## src/rtl/sram_req_port_if.sv

```systemverilog
// Signal bundle for sram_req_port: engine request stream, read response stream and SRAM macro pins.
// slave is the controller's view; master is the engine/SRAM side.
interface sram_req_port_if #(
  parameter int ADDR_WIDTH = 8,
  parameter int DATA_WIDTH = 128,
  parameter int BE_WIDTH   = 16
);
  logic                  req_valid;
  logic                  req_ready;
  logic                  req_wr;
  logic [ADDR_WIDTH-1:0] req_addr;
  logic [DATA_WIDTH-1:0] req_wdata;
  logic [BE_WIDTH-1:0]   req_be;

  logic                  rsp_valid;
  logic                  rsp_ready;
  logic [DATA_WIDTH-1:0] rsp_rdata;

  logic                  ram_ceb;
  logic                  ram_web;
  logic [ADDR_WIDTH-1:0] ram_a;
  logic [DATA_WIDTH-1:0] ram_d;
  logic [BE_WIDTH-1:0]   ram_bweb;
  logic [DATA_WIDTH-1:0] ram_q;

  modport slave (
    input  req_valid, req_wr, req_addr, req_wdata, req_be, rsp_ready, ram_q,
    output req_ready, rsp_valid, rsp_rdata, ram_ceb, ram_web, ram_a, ram_d, ram_bweb
  );

  modport master (
    output req_valid, req_wr, req_addr, req_wdata, req_be, rsp_ready, ram_q,
    input  req_ready, rsp_valid, rsp_rdata, ram_ceb, ram_web, ram_a, ram_d, ram_bweb
  );
endinterface

```

## src/rtl/sram_req_port.sv

```systemverilog
// Request-side controller for a single-port byte-maskable SRAM: registered active-low command,
// two-stage read tracking and an in-order response FIFO guarded by read credits.
module sram_req_port #(
  parameter int ADDR_WIDTH = 8,
  parameter int DATA_WIDTH = 128,
  parameter int BE_WIDTH   = 16,
  parameter int RSP_DEPTH  = 4
) (
  input  logic            clk,
  input  logic            rst_n,
  sram_req_port_if.slave  bus
);
  localparam int CW = $clog2(RSP_DEPTH + 1);
  localparam int PW = (RSP_DEPTH > 1) ? $clog2(RSP_DEPTH) : 1;
  localparam logic [CW-1:0] DEPTH_C  = CW'(RSP_DEPTH);
  localparam logic [PW-1:0] LAST_PTR = PW'(RSP_DEPTH - 1);

  logic                  req_ready;
  logic                  accept;
  logic                  rd_accept;
  logic                  push;
  logic                  pop;
  logic                  rsp_valid;

  logic [CW-1:0]         outst_q, outst_d;
  logic                  rd_s1_q, rd_s2_q;

  logic [DATA_WIDTH-1:0] fifo_q [RSP_DEPTH];
  logic [PW-1:0]         wptr_q, wptr_d;
  logic [PW-1:0]         rptr_q, rptr_d;
  logic [CW-1:0]         count_q, count_d;
  logic [DATA_WIDTH-1:0] rdata_q, rdata_d;

  logic                  ceb_q, ceb_d;
  logic                  web_q, web_d;
  logic [ADDR_WIDTH-1:0] a_q, a_d;
  logic [DATA_WIDTH-1:0] wd_q, wd_d;
  logic [BE_WIDTH-1:0]   bweb_q, bweb_d;

  function automatic logic [PW-1:0] ptr_inc(input logic [PW-1:0] p);
    return (p == LAST_PTR) ? '0 : p + 1'b1;
  endfunction

  // Credits count reads from acceptance until their response is popped.
  assign req_ready = (outst_q < DEPTH_C);
  assign accept    = bus.req_valid & req_ready;
  assign rd_accept = accept & ~bus.req_wr;
  assign rsp_valid = (count_q != '0);
  assign pop       = rsp_valid & bus.rsp_ready;
  assign push      = rd_s2_q;

  always_comb begin
    outst_d = outst_q;
    if (rd_accept && !pop) begin
      outst_d = outst_q + 1'b1;
    end else if (!rd_accept && pop) begin
      outst_d = outst_q - 1'b1;
    end
  end

  always_comb begin
    ceb_d  = ~accept;
    web_d  = ~(accept & bus.req_wr);
    a_d    = a_q;
    wd_d   = wd_q;
    bweb_d = bweb_q;
    if (accept) begin
      a_d    = bus.req_addr;
      bweb_d = bus.req_wr ? ~bus.req_be : '1;
      if (bus.req_wr) begin
        wd_d = bus.req_wdata;
      end
    end
  end

  always_comb begin
    wptr_d  = push ? ptr_inc(wptr_q) : wptr_q;
    rptr_d  = pop  ? ptr_inc(rptr_q) : rptr_q;
    count_d = count_q;
    if (push && !pop) begin
      count_d = count_q + 1'b1;
    end else if (!push && pop) begin
      count_d = count_q - 1'b1;
    end
    // Head register looks ahead to the next head; bypass ram_q when that slot is being filled now.
    rdata_d = rdata_q;
    if (count_d != '0) begin
      rdata_d = (push && (wptr_q == rptr_d)) ? bus.ram_q : fifo_q[rptr_d];
    end
  end

  always_ff @(posedge clk or negedge rst_n) begin
    if (!rst_n) begin
      outst_q <= '0;
      rd_s1_q <= 1'b0;
      rd_s2_q <= 1'b0;
      wptr_q  <= '0;
      rptr_q  <= '0;
      count_q <= '0;
      rdata_q <= '0;
    end else begin
      outst_q <= outst_d;
      rd_s1_q <= rd_accept;
      rd_s2_q <= rd_s1_q;
      wptr_q  <= wptr_d;
      rptr_q  <= rptr_d;
      count_q <= count_d;
      rdata_q <= rdata_d;
    end
  end

  always_ff @(posedge clk or negedge rst_n) begin
    if (!rst_n) begin
      for (int unsigned i = 0; i < RSP_DEPTH; i++) begin
        fifo_q[i] <= '0;
      end
    end else if (push) begin
      fifo_q[wptr_q] <= bus.ram_q;
    end
  end

  always_ff @(posedge clk or negedge rst_n) begin
    if (!rst_n) begin
      ceb_q  <= 1'b1;
      web_q  <= 1'b1;
      a_q    <= '0;
      wd_q   <= '0;
      bweb_q <= '1;
    end else begin
      ceb_q  <= ceb_d;
      web_q  <= web_d;
      a_q    <= a_d;
      wd_q   <= wd_d;
      bweb_q <= bweb_d;
    end
  end

  assign bus.req_ready = req_ready;
  assign bus.rsp_valid = rsp_valid;
  assign bus.rsp_rdata = rdata_q;
  assign bus.ram_ceb   = ceb_q;
  assign bus.ram_web   = web_q;
  assign bus.ram_a     = a_q;
  assign bus.ram_d     = wd_q;
  assign bus.ram_bweb  = bweb_q;
endmodule
```

## src/flat_wrapper.sv

```systemverilog
// flat-port wrapper written by rule: the top's interface ports become plain ports
module sram_req_port_flat 
#(
  parameter int ADDR_WIDTH = 8,
  parameter int DATA_WIDTH = 128,
  parameter int BE_WIDTH   = 16,
  parameter int RSP_DEPTH  = 4
)
  (clk, rst_n, bus_req_valid, bus_req_wr, bus_req_addr, bus_req_wdata, bus_req_be, bus_rsp_ready, bus_ram_q, bus_req_ready, bus_rsp_valid, bus_rsp_rdata, bus_ram_ceb, bus_ram_web, bus_ram_a, bus_ram_d, bus_ram_bweb);
  sram_req_port_if #(.ADDR_WIDTH(ADDR_WIDTH), .DATA_WIDTH(DATA_WIDTH), .BE_WIDTH(BE_WIDTH)) bus_i ();
  input  logic clk;
  input  logic rst_n;
  input wire logic [$bits(bus_i.req_valid)-1:0] bus_req_valid;
  input wire logic [$bits(bus_i.req_wr)-1:0] bus_req_wr;
  input wire logic [$bits(bus_i.req_addr)-1:0] bus_req_addr;
  input wire logic [$bits(bus_i.req_wdata)-1:0] bus_req_wdata;
  input wire logic [$bits(bus_i.req_be)-1:0] bus_req_be;
  input wire logic [$bits(bus_i.rsp_ready)-1:0] bus_rsp_ready;
  input wire logic [$bits(bus_i.ram_q)-1:0] bus_ram_q;
  output wire logic [$bits(bus_i.req_ready)-1:0] bus_req_ready;
  output wire logic [$bits(bus_i.rsp_valid)-1:0] bus_rsp_valid;
  output wire logic [$bits(bus_i.rsp_rdata)-1:0] bus_rsp_rdata;
  output wire logic [$bits(bus_i.ram_ceb)-1:0] bus_ram_ceb;
  output wire logic [$bits(bus_i.ram_web)-1:0] bus_ram_web;
  output wire logic [$bits(bus_i.ram_a)-1:0] bus_ram_a;
  output wire logic [$bits(bus_i.ram_d)-1:0] bus_ram_d;
  output wire logic [$bits(bus_i.ram_bweb)-1:0] bus_ram_bweb;
  assign bus_i.req_valid = bus_req_valid;
  assign bus_i.req_wr = bus_req_wr;
  assign bus_i.req_addr = bus_req_addr;
  assign bus_i.req_wdata = bus_req_wdata;
  assign bus_i.req_be = bus_req_be;
  assign bus_i.rsp_ready = bus_rsp_ready;
  assign bus_i.ram_q = bus_ram_q;
  assign bus_req_ready = bus_i.req_ready;
  assign bus_rsp_valid = bus_i.rsp_valid;
  assign bus_rsp_rdata = bus_i.rsp_rdata;
  assign bus_ram_ceb = bus_i.ram_ceb;
  assign bus_ram_web = bus_i.ram_web;
  assign bus_ram_a = bus_i.ram_a;
  assign bus_ram_d = bus_i.ram_d;
  assign bus_ram_bweb = bus_i.ram_bweb;
  sram_req_port #(.ADDR_WIDTH(ADDR_WIDTH), .DATA_WIDTH(DATA_WIDTH), .BE_WIDTH(BE_WIDTH), .RSP_DEPTH(RSP_DEPTH)) u_core (.clk(clk), .rst_n(rst_n), .bus(bus_i));
endmodule
```

## config.mk

```make
export PLATFORM = sky130hd
export DESIGN_NAME = sram_req_port_flat
export DESIGN_NICKNAME = d
export VERILOG_FILES = /design/src/rtl/sram_req_port_if.sv /design/src/rtl/sram_req_port.sv /design/src/flat_wrapper.sv
export SDC_FILE = /design/constraint.sdc
export NUM_CORES = 1
export LEC_CHECK = 0
export CORE_ASPECT_RATIO = 0.7
export CORE_MARGIN = 3
export CORE_UTILIZATION = 49
export CTS_CLUSTER_DIAMETER = 100
export DETAILED_ROUTE_END_ITERATION = 10
export PLACE_DENSITY_LB_ADDON = 0.08
export SYNTH_ARGS = -nofsm -noshare
export SYNTH_HDL_FRONTEND = slang
export SYNTH_SLANG_ARGS = --single-unit
```

## constraint.sdc

```tcl
create_clock -name clk -period 2.5 [get_ports clk]
set_input_delay 0.75 -clock clk [delete_from_list [all_inputs] [get_ports clk]]
set_output_delay 0.75 -clock clk [all_outputs]
set_load 0.02 [all_outputs]
```

==> Word-level counts from Yosys, hierarchy flattened <==
Cells that the tools add are included.
{ "word_totals": {"reg_bits": 806, "latch_bits": 0, "ramBits": 0, "mem_bits_ro": 0, "in_bits": 285, "out_inout_bits": 284, "wordCells": 67, "n_memories": 0} }
{ "op_classes": {"n_addsub": 6, "mul": 0, "div_mod_pow": 0, "magnitude_cmp": 4, "eq_ne": 3, "shift": 0, "n_mux": 15, "n_bitwise": 10, "n_reduce_logical": 13} }
{ "ops": {"columns": ["op", "count"], "rows": [
  ["$bwmux 512", 1],
  ["$mux 128", 4],
  ["$bmux 128 s2", 1],
  ["$demux 128 s2", 1],
  ["$mux 16", 1],
  ["$not 16->16", 1],
  ["$mux 3", 4],
  ["$add 3x1->3 const B", 2],
  ["$ge 3x3->1 const B", 2],
  ["$logic_and 1x1->1", 6],
  ["$mux 2", 3],
  ["$not 2->3", 2],
  ["$reduce_bool 3->1", 2],
  ["$sub 3x1->3 const B", 2],
  ["$add 2x1->2 const B", 2],
  ["$and 1x1->1", 4],
  ["$eq 2x2->1 const B", 2],
  ["$logic_not 1->1", 3],
  ["$lt 3x1->1 const B", 1],
  ["$lt 3x3->1 const B", 1],
  ["$not 1->1", 3],
  ["$eq 2x2->1", 1],
  ["$reduce_and 2->1", 1],
  ["$reduce_bool 2->1", 1]
]} }

==> Depth between registers and ports, before layout <==
{ "depth": {"ltp_word": 8, "ltp_mapped": 12, "ltp_nobuf": 11} }

==> Worst setup path before layout <==
No wires, ideal clock.
{ "synth_path": {"kind": "register to register", "startpoint": "register u_core.count_q[0]", "endpoint": "register u_core.rdata_q[17] (netlist: u_core.bus.rsp_rdata[17])", "setup_ns": 0.125, "arrival_ns": 2.555, "t_required_ns": 2.375, "path_slack_ns": -0.180, "path_stages_with_launch": 11, "n_path_buf": 1, "synth_period_minus_slack_ns": 2.680, "path_cell_list": "dfrtp_1 > inv_1 > ha_1 > nor2b_4 > inv_4 > nand2_4 > a21oi_4 > buf_2 > mux4_2 > mux2_1 > mux2_2"} }
{ "synth_via": {"elab_chain_cells": 8, "elab_cells_between_ends": 18, "classes_between": "add/sub (2); eq/ne (1); mux (7); bitwise (2); reduce/logical (6)"} }
{ "synth_rtl": {"columns": ["element", "line", "source"], "rows": [
  ["start: declaration", "sram_req_port.sv:31", "logic [CW-1:0] count_q, count_d;"],
  ["start signal: assignment", "sram_req_port.sv:107", "count_q <= count_d;"],
  ["$reduce_bool 3->1 *", "sram_req_port.sv:48", "assign rsp_valid = (count_q != '0);"],
  ["net bus_rsp_valid", "flat_wrapper.sv:21", "output wire logic [$bits(bus_i.rsp_valid)-1:0] bus_rsp_valid;"],
  ["$and 1x1->1 *", "sram_req_port.sv:49", "assign pop = rsp_valid & bus.rsp_ready;"],
  ["$mux 2", "sram_req_port.sv:78", "rptr_d = pop ? ptr_inc(rptr_q) : rptr_q;"],
  ["$not 2->3 (implied by the code)", "sram_req_port.sv:88", "rdata_d = (push && (wptr_q == rptr_d)) ? bus.ram_q : fifo_q[rptr_d];"],
  ["$bmux 128 s2", "sram_req_port.sv:88", null],
  ["$mux 128 (implied by the code) (2 in series)", "sram_req_port.sv:88", null],
  ["$mux 128", "sram_req_port.sv:88", null],
  ["end signal: assignment", "sram_req_port.sv:108", "rdata_q <= rdata_d;"],
  ["end: declaration", "sram_req_port.sv:32", "logic [DATA_WIDTH-1:0] rdata_q, rdata_d;"]
]} }
Mark *: on every way through the listed nets, which the timed path passes. The rest lies on a longest branch. The select of a mux whose other input is x is not followed.
A chain may end at the register's enable or synchronous reset.

==> Final worst setup path <==
{ "layout_path": {"startpoint": "register u_core.count_q[0]", "endpoint": "register u_core.rdata_q[4] (netlist: u_core.bus.rsp_rdata[4])"} }
{ "layout_via": {"elab_chain_cells": 8, "elab_cells_between_ends": 18, "classes_between": "add/sub (2); eq/ne (1); mux (7); bitwise (2); reduce/logical (6)"} }
{ "layout_rtl": {"columns": ["element", "line"], "rows": [
  ["$reduce_bool 3->1", "sram_req_port.sv:48"],
  ["$and 1x1->1", "sram_req_port.sv:49"],
  ["$mux 2", "sram_req_port.sv:78"],
  ["$not 2->3 (implied by the code)", "sram_req_port.sv:88"],
  ["$bmux 128 s2", "sram_req_port.sv:88"],
  ["$mux 128 (implied by the code) (2 in series)", "sram_req_port.sv:88"],
  ["$mux 128", "sram_req_port.sv:88"]
]} }
Parallel ways exist; a longest one is shown, timed or not. The select of a mux whose other input is x is not followed.

==> flow_summary_export.csv <==
group,metric,value,unit
status,status,"complete, but fails checks",
status,violations,"setup timing",
clock_tree,cts_tree,"done",
floorplan,core,70000,um^2
final_layout,multi_input_area,14300,um^2
drt,vias,20800,
logic_synthesis,synth_area,34800,um^2
logic_synthesis,yosys.area.top_type,"dfrtp_1",
sta,relSlewSlack,64.5,%
placement,gp_congestion,0.791,
logic_synthesis,synth_top_area_share,56.7,%
drt,wl_per_cell,23.5,um
floorplan,rows,81,
logic_synthesis,syn_area_per_cell,16.6,um^2
worst_setup_path,worst_setup_path_end_kind,"flip-flop",
pwr,ir_drop,0.875,mV
sta,fin_crit,2.72,ns
logic_synthesis,synth_warnings,0,
final_layout,fillers,4811,
sta,drv_slew,0,
clock_tree,cts_buffer_depth,3,
final_layout,syn_to_final_growth,34.9,%
logic_synthesis,synth_nets,2394,
worst_hold_path,hold_path_class,"flip-flop to flip-flop",
floorplan,fp.dieArea,74200,um^2
sta,clock_skew,0.0138,ns
logic_synthesis,yosysMostFrequentCell,"mux2_2",
logic_synthesis,yosysUniqueCellTypes,47,
pwr,power_leakage,20.0,nW
grt,grt_pass1_wl,137000,um
grt,gr-total-overflow,0,
logic_synthesis,synth_edf_count,0,
logic_synthesis,ys_seq_elements,806,
drt,drc,0,
clock_tree,root_buffer,"clkbuf_16",
grt,grt_pass1_vias,23200,
floorplan,die_w,324,um
final_layout,regArea,20200,um^2
floorplan,io_pins,569,
drt,dr.pass1.iters,4,
drt,vias_per_cell,5.46,
final_layout,fin_util,67.0,%
worst_setup_path,cp_data_required_time,3.00,ns
grt,grt_max_degree,67,
worst_setup_path,path_max_fanout,7,
sta,worstMarginPinSlew,0.532,ns
sta,fin_ws,-0.221,ns
sta,hold_viol,0,
worst_setup_path,crit_arrival,3.22,ns
clock_tree,cts.sinks,806,
logic_synthesis,synth_ff_type,"dfrtp_1",
drt,routed_wl,89400,um
floorplan,initial_core_util,49.6,%
placement,hpwl,57300,um
logic_synthesis,synth_common_cells,"mux2_2, dfrtp_1, mux4_2",
logic_synthesis,synth_cells,2099,
sta,rsz0062_at_grt,"true",
final_layout,fin_nets,3079,
worst_setup_path,crit_type,"flip-flop to flip-flop",
drt,antenna_left,0,
clock_tree,cts.clk_slew.worst_paths,0.06,ns
floorplan,die_h,229,um
placement,port_buffers,568,
logic_synthesis,ys_top_cells_by_area,"dfrtp_1, mux2_2, mux4_2",
clock_tree,numCtsBuffers,79,
drt,drtIter0Drc,910,
sta,setup_viol,129,
worst_setup_path,startpoint_type,"flip-flop",
logic_synthesis,async_flop_share,100,%
grt,grt.total_usage,23.7,%
sta,timing.fmax,368,MHz
final_layout,drive_above_1_share,48.3,%
logic_synthesis,yosysSeqAreaShare,58.1,%
clock_tree,clock_latency,0.62,ns
grt,antenna_found_initial,15,
clock_tree,htreeDepth,3,
run,drv_cap,0,
sta,hold_slack,0.348,ns
pwr,power_density,1470,nW/um^2
sta,fin_crit_sh,109,%
==> registers in the layout, indices dropped and copies added (netlist names) <==
signal,flops
u_core.bus.ram_a,8
u_core.bus.ram_bweb,16
u_core.bus.ram_ceb,1
u_core.bus.ram_d,128
u_core.bus.ram_web,1
u_core.bus.rsp_rdata,128
u_core.count_q,3
u_core.fifo_q,512
u_core.outst_q,3
u_core.push,1
u_core.rd_s1_q,1
u_core.rptr_q,2
u_core.wptr_q,2
==> logic make-up after synthesis <==
logic type,share of synthesized area [%]
multiplexers,37.5
adder cells (fa/ha/maj),0.382
AO/OA/AOI/OAI,0.659
buffers and inverters,2.34
AND/OR/NAND/NOR,0.932
flip-flops,58.1
XOR/XNOR,0.126
==> placed cells by master, fill, tap and decap left out, drive strengths merged, types with 9 or more instances in the layout <==
master	instances
dfrtp	788
a31oi	17
mux4	128
nand2	35
clkdlybuf4s50	542
dlygate4sd2	22
diode	9
mux2	897
dfstp	18
clkbuf	138
buf	160
nor2	21
ha	9
clkinv	15
inv	14
==> area by class of cell <==
| class | count | area share (%) |
|---|---|---|
| antenna | 9 | 0.0480 |
| clock buffer | 124 | 5.27 |
| clock inverter | 24 | 0.614 |
| inverter | 12 | 0.112 |
| multi-input combinational | 1144 | 30.5 |
| sequential | 806 | 43.1 |
| tap | 954 | 2.55 |
| timing repair buffer | 741 | 17.9 |
==> repair_timing <==
| item | 4_1_cts | 5_1_grt |
|---|---|---|
| cloned | 9 | 16 |
| hold buffers | 1 | 0 |
| resized for setup | 117 | 89 |
| buffers inserted | 11 | 6 |
| pin swaps | 2 | 7 |
| hold endpoints to repair | 10 | 0 |
| endpoints found under the setup margin | 151 | 132 |
==> where the power goes <==
group	switching [W]	leakage, nW	internal [W]
clock	0.00508	1.37	0.00743
combinational	0.0126	9.20	0.0202
sequential	0.00353	9.41	0.0200
==> layer usage <==
metal,GRT usage [%],vias to the layer above,wire [um]
met3,6.07,116,4830
li1,-,9125,-
met1,30.4,11100,37700
met5,0,-,80
met2,40.1,448,45300
met4,6.59,12,1570
==> critical path: stages, from the launching register on <==
cell and delay [ns]:
dfrtp_1 0.40, inv_2 0.09, ha_4 0.13, nor2b_4 0.23, nor3_4 0.06, a21oi_4 0.13
buf_12 0.16, clkbuf_16 0.19, buf_16 0.15, mux4_2 0.51, mux2_4 0.27, mux2_2 0.27
==> worst paths after layout <==
| check | start | end | slack, ns | cells past startpoint |
|---|---|---|---|---|
| max reg2reg | u_core.count_q[0] | u_core.bus.rsp_rdata[4] | -0.22 | 11 |
| max | u_core.count_q[0] | u_core.bus.rsp_rdata[4] | -0.22 | 11 |
| min reg2reg | u_core.rd_s1_q | u_core.push | 0.35 | 0 |
| min in group asynchronous | rst_n | u_core.fifo_q[352] | 0.62 | 2 |
| min | u_core.rd_s1_q | u_core.push | 0.35 | 0 |
| max in group asynchronous | rst_n | u_core.bus.ram_web | 0.94 | 4 |
==> metrics by stage <==
| stage | cells | TNS, ns | worst slack (ns) | total power (W) | cell area [um^2] |
|---|---|---|---|---|---|
| 2_1_floorplan | 2099 | -9.36 | -0.0964 | 0.0426 | 34900 |
| 3_3_place_gp | 3616 | -95.36 | -0.783 | 0.0522 | 42700 |
| 3_5_place_dp | 3616 | -96.63 | -0.784 | 0.0534 | 42700 |
| 4_1_cts | 3785 | -18.76 | -0.194 | 0.0676 | 46100 |
| 5_1_grt | 3812 | -31.35 | -0.282 | 0.0725 | 46900 |
| 6_report | 3814 | -21.48 | -0.221 | 0.0689 | 46900 |
Note: power is estimated with default switching activity, not from simulation.
